==> src/rtl/scan_counter_display.sv <==
// rtl/scan_counter_display.sv - DIGITS-digit BCD/hex up/down counter with a multiplexed 7-segment scan driver
// Optional leading-zero blanking: define LEADING_ZERO_BLANK_EN.
module scan_counter_display #(
    parameter int                DIGITS   = 4,
    parameter int                RADIX    = 10,
    parameter int                SCAN_DIV = 1000,
    parameter logic [DIGITS-1:0] DP_MASK  = '0
) (
    input  logic                  CP,
    input  logic                  MRN,
    input  logic                  CE,
    input  logic                  UP,
    input  logic                  PEN,
    input  logic [4*DIGITS-1:0]   Dn,
    input  logic                  BI_N,
    output logic [4*DIGITS-1:0]   Qn,
    output logic                  TC,
    output logic [7:0]            Seg,
    output logic [DIGITS-1:0]     Dig
);

    localparam int         PW    = (SCAN_DIV > 1) ? $clog2(SCAN_DIV) : 1;
    localparam int         IW    = (DIGITS > 1) ? $clog2(DIGITS) : 1;
    localparam logic [3:0] MAX_D = 4'(RADIX - 1);

    logic [4*DIGITS-1:0] q_next;
    logic                all_max;
    logic                all_zero;
    logic [PW-1:0]       presc;
    logic [IW-1:0]       scan_idx;
    logic [3:0]          cur_digit;
    logic                cur_dp;
    logic                cur_blank;
    logic [DIGITS-1:0]   lead_zero;

    function automatic logic [6:0] seg7(input logic [3:0] d);
        case (d)
            4'h0: seg7 = 7'h3F;
            4'h1: seg7 = 7'h06;
            4'h2: seg7 = 7'h5B;
            4'h3: seg7 = 7'h4F;
            4'h4: seg7 = 7'h66;
            4'h5: seg7 = 7'h6D;
            4'h6: seg7 = 7'h7D;
            4'h7: seg7 = 7'h07;
            4'h8: seg7 = 7'h7F;
            4'h9: seg7 = 7'h6F;
            4'hA: seg7 = 7'h77;
            4'hB: seg7 = 7'h7C;
            4'hC: seg7 = 7'h39;
            4'hD: seg7 = 7'h5E;
            4'hE: seg7 = 7'h79;
            default: seg7 = 7'h71;
        endcase
    endfunction

    // Ripple carry/borrow resolves across all digits within one cycle.
    always_comb begin : counter_next
        logic       chain;
        logic [3:0] d;
        logic [3:0] ld;
        chain    = 1'b1;
        d        = '0;
        ld       = '0;
        q_next   = Qn;
        all_max  = 1'b1;
        all_zero = 1'b1;
        for (int i = 0; i < DIGITS; i++) begin
            d        = Qn[4*i +: 4];
            ld       = Dn[4*i +: 4];
            all_max  = all_max & (d == MAX_D);
            all_zero = all_zero & (d == 4'd0);
            if (!PEN) begin
                q_next[4*i +: 4] = (ld > MAX_D) ? MAX_D : ld;
            end else if (CE && chain) begin
                if (UP) begin
                    q_next[4*i +: 4] = (d == MAX_D) ? 4'd0 : d + 4'd1;
                    chain            = (d == MAX_D);
                end else begin
                    q_next[4*i +: 4] = (d == 4'd0) ? MAX_D : d - 4'd1;
                    chain            = (d == 4'd0);
                end
            end
        end
    end

    assign TC = CE & (UP ? all_max : all_zero);

    always_ff @(posedge CP or negedge MRN) begin
        if (!MRN) begin
            Qn <= '0;
        end else begin
            Qn <= q_next;
        end
    end

    always_ff @(posedge CP or negedge MRN) begin
        if (!MRN) begin
            presc    <= '0;
            scan_idx <= '0;
        end else if (presc == PW'(SCAN_DIV - 1)) begin
            presc    <= '0;
            scan_idx <= (scan_idx == IW'(DIGITS - 1)) ? '0 : scan_idx + IW'(1);
        end else begin
            presc    <= presc + PW'(1);
        end
    end

    always_comb begin : digit_select
        cur_digit = '0;
        cur_dp    = 1'b0;
        cur_blank = 1'b0;
        lead_zero = '0;
`ifdef LEADING_ZERO_BLANK_EN
        begin : lz_scan
            logic zero_above;
            zero_above = 1'b1;
            for (int i = DIGITS - 1; i > 0; i--) begin
                zero_above   = zero_above & (Qn[4*i +: 4] == 4'd0);
                lead_zero[i] = zero_above;
            end
        end
`endif
        for (int i = 0; i < DIGITS; i++) begin
            if (scan_idx == IW'(i)) begin
                cur_digit = Qn[4*i +: 4];
                cur_dp    = DP_MASK[i];
                cur_blank = lead_zero[i];
            end
        end
    end

    always_ff @(posedge CP or negedge MRN) begin
        if (!MRN) begin
            Seg <= 8'h00;
            Dig <= '1;
        end else if (!BI_N) begin
            Seg <= 8'h00;
            Dig <= '1;
        end else begin
            Seg <= {cur_dp, cur_blank ? 7'h00 : seg7(cur_digit)};
            Dig <= ~(DIGITS'(1) << scan_idx);
        end
    end

endmodule

==> config.mk <==
export PLATFORM = sky130hd
export DESIGN_NAME = scan_counter_display
export DESIGN_NICKNAME = d
export VERILOG_FILES = /design/src/rtl/scan_counter_display.sv
export SDC_FILE = /design/constraint.sdc
export NUM_CORES = 1
export LEC_CHECK = 0
export BUFFER_PORTS_ARGS = -buffer_cell sky130_fd_sc_hd__buf_2
export CORE_ASPECT_RATIO = 0.8
export CORE_MARGIN = 5
export CORE_UTILIZATION = 45
export CTS_BUF_LIST = sky130_fd_sc_hd__clkbuf_4 sky130_fd_sc_hd__clkbuf_8 sky130_fd_sc_hd__clkbuf_16
export DETAILED_ROUTE_END_ITERATION = 8
export PLACE_DENSITY_LB_ADDON = 0.12
export SETUP_SLACK_MARGIN = 0.05
export SYNTH_ARGS = -nofsm -noshare
export SYNTH_HDL_FRONTEND = slang
export SYNTH_SLANG_ARGS = --single-unit
==> constraint.sdc <==
create_clock -name CP -period 2.5 [get_ports CP]
set_clock_uncertainty 0.2 [all_clocks]
set_input_delay 0.125 -clock CP [delete_from_list [all_inputs] [get_ports CP]]
set_output_delay 0.125 -clock CP [all_outputs]
set_load 0.005 [all_outputs]
==> flow_summary.ini, run 1 <==
[critical_path]
cpMaxStageDelayCell = dfrtp_1
cp-start-kind = flip-flop
cp_data_arrival_time_ns = 2.34
worst-setup-path-type = reg2reg
worst-r2r-cell-count = 9
required_ns = 2.54
crit_end = Seg[3]$_DFF_PN0_
rr_startpoint = scan_idx[0]$_DFFE_PN0N_
end_kind = flip-flop
crit_start = scan_idx[0]$_DFFE_PN0N_
crit_chain = inv_2 > ha_2 > nand3b_1 > a211o_1 > ha_1 > inv_1 > nor2_1 > a2111oi_2 > a41o_1
cp_slowest_stage_delay_ns = 0.46
crit_fanout = 5
ff2ff_setup_slack_ns = 0.20
regToRegEndpoint = Seg[3]$_DFF_PN0_

[drt]
vias_per_cell = 5.537
ant_nets = 0
drc_errors = 0
wl_per_cell_um = 14.70
drt_first_iter_violations = 120
wirelength_um = 7086
first_pass_iters = 4
vias = 2669

[cts]
htreeDepth = 2
cts_root_buf = clkbuf_8
cts.sinks = 39
tritoncts = built
cts-buffers-inserted = 5
clkLatencyLatePin_ns = 0.29
ctsLongestPathBuffers = 2
clk_pin_slew_ns = 0.09

[run]
maxCapViolations = 0

[finish]
fin_util_pct = 59.19
seqCellArea_um2 = 980.9
antenna_cells = 0
fillCellCount = 576
multi_input_area_um2 = 1703
fin_area_um2 = 3555
fin_nets = 433
area_growth_pct = 25.15
final_cells = 482
drive_above_1_share_pct = 25.94

[synthesis]
yosys.area_share.adder_pct = 4.846
ys_ff_latch = 39
syn_avg_cell_area_um2 = 8.555
syn_nets = 365
synthMuxAreaShare_pct = 2.203
synthArstFlopShare_pct = 100.0
yosysSeqAreaShare_pct = 34.54
synthXorXnorAreaFrac_pct = 4.626
synth_simple_gate_area_share_pct = 23.44
netlist_instances = 332
synth-main-ff-cell = dfrtp_1
ys.warnings.count = 0
synth-compound-area-share_pct = 23.30
synth_top_family_by_area = simple AND/OR/NAND/NOR gates
ys_types = 63
synth_area_um2 = 2840
synth-edff-count = 0

[grt]
grt_max_degree = 40
antenna_found_initial = 0
grt_pass1_vias = 2477
gr-total-overflow = 0
grt_pass1_wl_um = 11890
grtUsageTotal_pct = 18.00

[sta]
worst_pin_slew_ns = 0.8527
slew_headroom_pct = 43.15
rsz0062_at_grt = no
finalCritPeriodShare_pct = 92.13
finalSetupViolCount = 0
hold_viol = 0
fin_tns_setup_ns = 0
slew_viol_final = 0
post-route-min-period_ns = 2.303
layout_setup_ws_ns = 0.1967
fmax_mhz = 434.2
whs_ns = 0.01783

[place]
place_ws_ns = 0.01325
io_buffers = 49
place_hpwl_um = 4943
placed_area_um2 = 3204
gp_congestion = 0.8252
dp.cells = 454

[floorplanning]
die_x_um = 98.82
io_pins = 51
coreArea_um2 = 6006
die_height_um = 81.06
initial_utilization_pct = 47.29
placementRows = 25
die_area_um2 = 8010

[power]
leakage_nw = 1.537
powerDensity_nw_per_um2 = 502.9
power_mw = 1.788
irDropWorstVdd_mv = 0.2357

[outcome]
outcome = finished, final reports clean

[hold_path]
hold_path.class = in2reg
placed cells by master (no fill, tap or decap), types with 3 or more instances in the layout:
master | netlist | layout
nor3b_1 | 4 | 4
nor2_1 | 26 | 26
and3_1 | 3 | 3
o31ai_1 | 3 | 3
clkbuf_8 | 0 | 5
nand2_1 | 31 | 31
a31oi_1 | 7 | 7
inv_1 | 17 | 15
o21ai_0 | 28 | 28
nand3b_1 | 6 | 6
a211oi_1 | 5 | 5
nor3_1 | 10 | 10
a221oi_1 | 4 | 4
buf_4 | 2 | 21
a22oi_1 | 5 | 5
o22ai_1 | 6 | 6
buf_2 | 4 | 49
dfstp_2 | 4 | 4
nor2b_1 | 3 | 3
nand3_1 | 15 | 15
ha_1 | 11 | 7
dlygate4sd3_1 | 0 | 19
xnor2_1 | 10 | 10
dfrtp_1 | 35 | 35
a21oi_1 | 8 | 7
nand2b_1 | 3 | 3
nor4_1 | 5 | 5
mux2i_1 | 4 | 4
xor2_1 | 5 | 5
flip-flops by register name, summed over array words and instances (netlist names):
register and cells:
Dig 4, Qn 16, Seg 7, presc 10, scan_idx 2
critical path, delay by kind of cell (launching register included):
kind / cells / cell delay [ns]
DFF: 1 / 0.46
adders and majority gates: 2 / 0.54
and+or+nand+nor: 2 / 0.13
buffers and inverters: 2 / 0.20
AOI/OAI and AO/OA: 3 / 0.73
area by class of cell:
| cell class | instances | share of cell area [%] |
|---|---|---|
| Inverter | 17 | 1.795 |
| Sequential cell | 39 | 27.60 |
| Multi-Input combinational cell | 248 | 47.91 |
| Tap cell | 81 | 2.851 |
| Timing Repair Buffer | 89 | 16.68 |
| Clock buffer | 5 | 1.936 |
| Clock inverter | 3 | 1.232 |
cell usage after synthesis, types with 3 or more instances:
library cell / number / area share, %
nand2b_1: 3 / 0.66
a21oi_1: 8 / 1.4
and3_1: 3 / 0.66
dfrtp_1: 35 / 31
xnor2_1: 10 / 3.1
nor4_1: 5 / 1.1
dfstp_2: 4 / 3.7
nand3b_1: 6 / 1.6
buf_2: 4 / 0.70
a31oi_1: 7 / 1.5
a22oi_1: 5 / 1.3
nor3_1: 10 / 1.8
o31ai_1: 3 / 0.79
a211oi_1: 5 / 1.3
nand2_1: 31 / 4.1
clkbuf_1: 17 / 2.2
mux2i_1: 4 / 1.4
buf_1: 3 / 0.40
nor2_1: 26 / 3.4
nand3_1: 15 / 2.6
a221oi_1: 4 / 1.2
nor3b_1: 4 / 1.1
nor2b_1: 3 / 0.66
ha_1: 11 / 4.8
o22ai_1: 6 / 1.3
o21ai_0: 28 / 4.9
xor2_1: 5 / 1.5
inv_1: 17 / 2.2
cells by family after synthesis:
kind of cell               count (synthesis)
buffers and inverters                     45
muxes                                      6
AOI/OAI and AO/OA                         93
and+or+nand+nor                          122
other                                      1
xor gates and xnor gates                  15
DFF                                       39
adders and majority gates                 11
how the worst min path moves through the flow:
stage	from	end	cells after the start
floorplan	MRN	Qn[0]$_DFFE_PN0P_	0
global placement	MRN	Qn[8]$_DFFE_PN0P_	1
detailed placement	MRN	Qn[8]$_DFFE_PN0P_	1
CTS	Dn[2]	Qn[0]$_DFFE_PN0P_	3
global route	Dn[2]	Qn[0]$_DFFE_PN0P_	3
finish	Dn[2]	Qn[0]$_DFFE_PN0P_	3
per-layer routing:
metal / share of wire (%) / vias to the layer above / GRT usage (%)
li1: - / 1338 / -
met1: 48 / 1235 / 26.42
met2: 44 / 92 / 28.55
met3: 7.5 / 4 / 3.262
met4: 0.41 / 0 / 2.183
met5: 0 / - / 0
where the power goes:
part / leakage (nW) / internal [mW] / total, mW / switching, mW
clock network: 0.0581 / 0.297 / 0.534 / 0.236
registers: 0.476 / 0.675 / 0.728 / 0.0536
logic: 1.00 / 0.249 / 0.526 / 0.277
total: 1.54 / 1.22 / 1.79 / 0.567
timing repair:
action,4_1_cts,5_1_grt
endpoints found under the setup margin,2,3
hold buffers,19,0
resized for setup,3,8
pin swaps,0,1
buffers inserted,0,1
hold endpoints to repair,61,0
(Power assumes the default switching activity.)
==> run 2: changes to the inputs <==
Settings changed: ABC_AREA set to 1, RECOVER_POWER set to 50.
==> flow_summary.ini, run 2 <==
[drt]
drc_errors = 0
first_pass_iters = 5
vias = 2720
vias_per_cell = 4.945
wl_per_cell_um = 11.98
ant_nets = 0
wirelength_um = 6589
drt_first_iter_violations = 144

[outcome]
outcome = finished, final reports clean

[finish]
top_regs = Qn x16, presc x10, Seg x7
multi_input_area_um2 = 1574
drive_above_1_share_pct = 16.84
area_growth_pct = 19.79
final_cells = 550
most-common-layout-cells = nand2_1 (126), nor2_1 (39), buf_2 (36)
largest_reg_flops = 16
seqCellArea_um2 = 980.9
fillCellCount = 605
final_common_cell = nand2_1
antenna_cells = 0
fin_nets = 501
top_register = Qn

[hold_path]
min_to = Qn[12]$_DFFE_PN0P_
hold_path.class = in2reg
min_path_cells = 5
hold_path_startpoint = Dn[15]

[synthesis]
yosysSeqAreaShare_pct = 35.27
netlist_instances = 406
synthDominantCellAreaShare_pct = 31.49
netlist_top_cells_count = nand2_1 (126), nor2_1 (39), dfrtp_1 (35), nand3_1 (33), inv_1 (32)
synthArstFlopShare_pct = 100.0
synth_top_area_cell = dfrtp_1
synth-edff-count = 0
synth-main-ff-cell = dfrtp_1
syn_nets = 439
synth_area_um2 = 2781
yosysMostFrequentCell = nand2_1
ys_types = 37
ys_ff_latch = 39
synthTopCellsByArea = dfrtp_1 (31%), nand2_1 (17%), nand3_1 (5.9%), nor2_1 (5.3%), ha_1 (4.9%)
ys.warnings.count = 0
syn_avg_cell_area_um2 = 6.851

[grt]
gr-total-overflow = 0
grtUsageTotal_pct = 17.96
grt_pass1_wl_um = 11690
grt_pass1_vias = 2578
antenna_found_initial = 0
grt_max_degree = 40

[sta]
fin_tns_setup_ns = 0
finalCritPeriodShare_pct = 90.46
slew_headroom_pct = 37.59
post-route-min-period_ns = 2.261
hold_viol = 0
rsz0062_at_grt = no
worst_pin_slew_ns = 0.9362
fmax_mhz = 442.2
slew_viol_final = 0
whs_ns = 0.004768
layout_setup_ws_ns = 0.2385
finalSetupViolCount = 0

[floorplanning]
placementRows = 25
die_height_um = 80.32
die_area_um2 = 7863
initial_utilization_pct = 46.80
coreArea_um2 = 5943
io_pins = 51
die_x_um = 97.90

[cts]
clk_pin_slew_ns = 0.08
cts-buffers-inserted = 5
clkLatencyLatePin_ns = 0.29
cts_root_buf = clkbuf_8
ctsLongestPathBuffers = 2
cts_setup_buffers = 0
htreeDepth = 2
cts.sinks = 39
tritoncts = built

[critical_path]
rr_startpoint = scan_idx[0]$_DFFE_PN0N_
crit_fanout = 9
worst-setup-path-type = reg2reg
ff2ff_setup_slack_ns = 0.24
regToRegEndpoint = Seg[3]$_DFF_PN0_
end_kind = flip-flop
worst-r2r-cell-count = 12
cp-start-kind = flip-flop
cp_data_arrival_time_ns = 2.25
required_ns = 2.49

[power]
leakage_nw = 1.728
power_mw = 1.911
irDropWorstVdd_mv = 0.2899
powerDensity_nw_per_um2 = 573.6

[place]
dp.cells = 526
place_hpwl_um = 4975
gp_congestion = 0.8606
io_buffers = 49
place_ws_ns = 0.2234

[run]
maxCapViolations = 0
run 2: cell count changes after synthesis, sizes merged, moves of 6 or more:
cell	delta
a31oi	-6
nand3	+21
nor2	+16
inv	+27
clkbuf	-13
a21oi	+19
xnor2	-10
nand2	+102
nor4	-6
nor3	-7
run 2: worst max-delay path by stage:
stage                                  from                to  slack, ns  cells after the start
floorplan           scan_idx[0]$_DFFE_PN0N_  Seg[3]$_DFF_PN0_       0.43                     12
finish              scan_idx[0]$_DFFE_PN0N_  Seg[3]$_DFF_PN0_       0.24                     12
detailed placement  scan_idx[0]$_DFFE_PN0N_  Seg[3]$_DFF_PN0_       0.22                     10
global route        scan_idx[0]$_DFFE_PN0N_  Seg[3]$_DFF_PN0_       0.06                     12
CTS                 scan_idx[0]$_DFFE_PN0N_  Seg[3]$_DFF_PN0_       0.21                     10
global placement    scan_idx[0]$_DFFE_PN0N_  Seg[3]$_DFF_PN0_       0.31                     10
run 2: repair_timing:
action / CTS / global route
hold buffers: 16 / 0
hold endpoints to repair: 57 / 0
gates resized for setup: 0 / 1
setup endpoints to repair: 0 / 1
run 2: cells by family after synthesis:
| logic type | Yosys count | share of synthesized area [%] |
|---|---|---|
| other cells | 1 | 0.1348 |
| buf+inv | 55 | 8.277 |
| xor+xnor | 4 | 1.259 |
| simple gates | 225 | 35.90 |
| fa+ha+maj | 11 | 4.948 |
| flops | 39 | 35.27 |
| compound gates | 71 | 14.22 |
run 2: layer usage:
| layer | wire (um) | global-route usage, % | vias up |
|---|---|---|---|
| met4 | 25 | 3.181 | 0 |
| met2 | 2765 | 28.74 | 72 |
| li1 | - | - | 1441 |
| met1 | 3422 | 25.52 | 1205 |
| met5 | 0 | 0 | - |
| met3 | 376 | 3.472 | 2 |
run 2: power by group:
part           internal, mW  switching, mW
combinational         0.230          0.366
sequential            0.693         0.0992
clock                 0.297          0.226
run 2: final cells by class:
class | instances | share of cell area, %
Multi-Input combinational cell | 312 | 47.24
Sequential cell | 39 | 29.44
Timing Repair Buffer | 66 | 11.94
Inverter | 44 | 4.957
Tap cell | 81 | 3.042
Clock buffer | 5 | 2.065
Clock inverter | 3 | 1.314
run 2: critical path: stages, from the launching register on:
cell and delay [ns]:
dfrtp_1 0.40, inv_1 0.13, ha_1 0.34, nand3b_1 0.15, nand2_1 0.05, nand2_1 0.18, inv_1 0.12, ha_1 0.29
inv_1 0.03, nand2_1 0.05, nand2_1 0.06, o21ai_1 0.12, nor2_1 0.05
run 2: metrics by stage:
step	util, %	area (um^2)
after floorplan	-	2781
after global placement	51.66	3070
after detailed placement	51.66	3070
after CTS	56.25	3343
after global routing	56.06	3332
final	56.06	3332
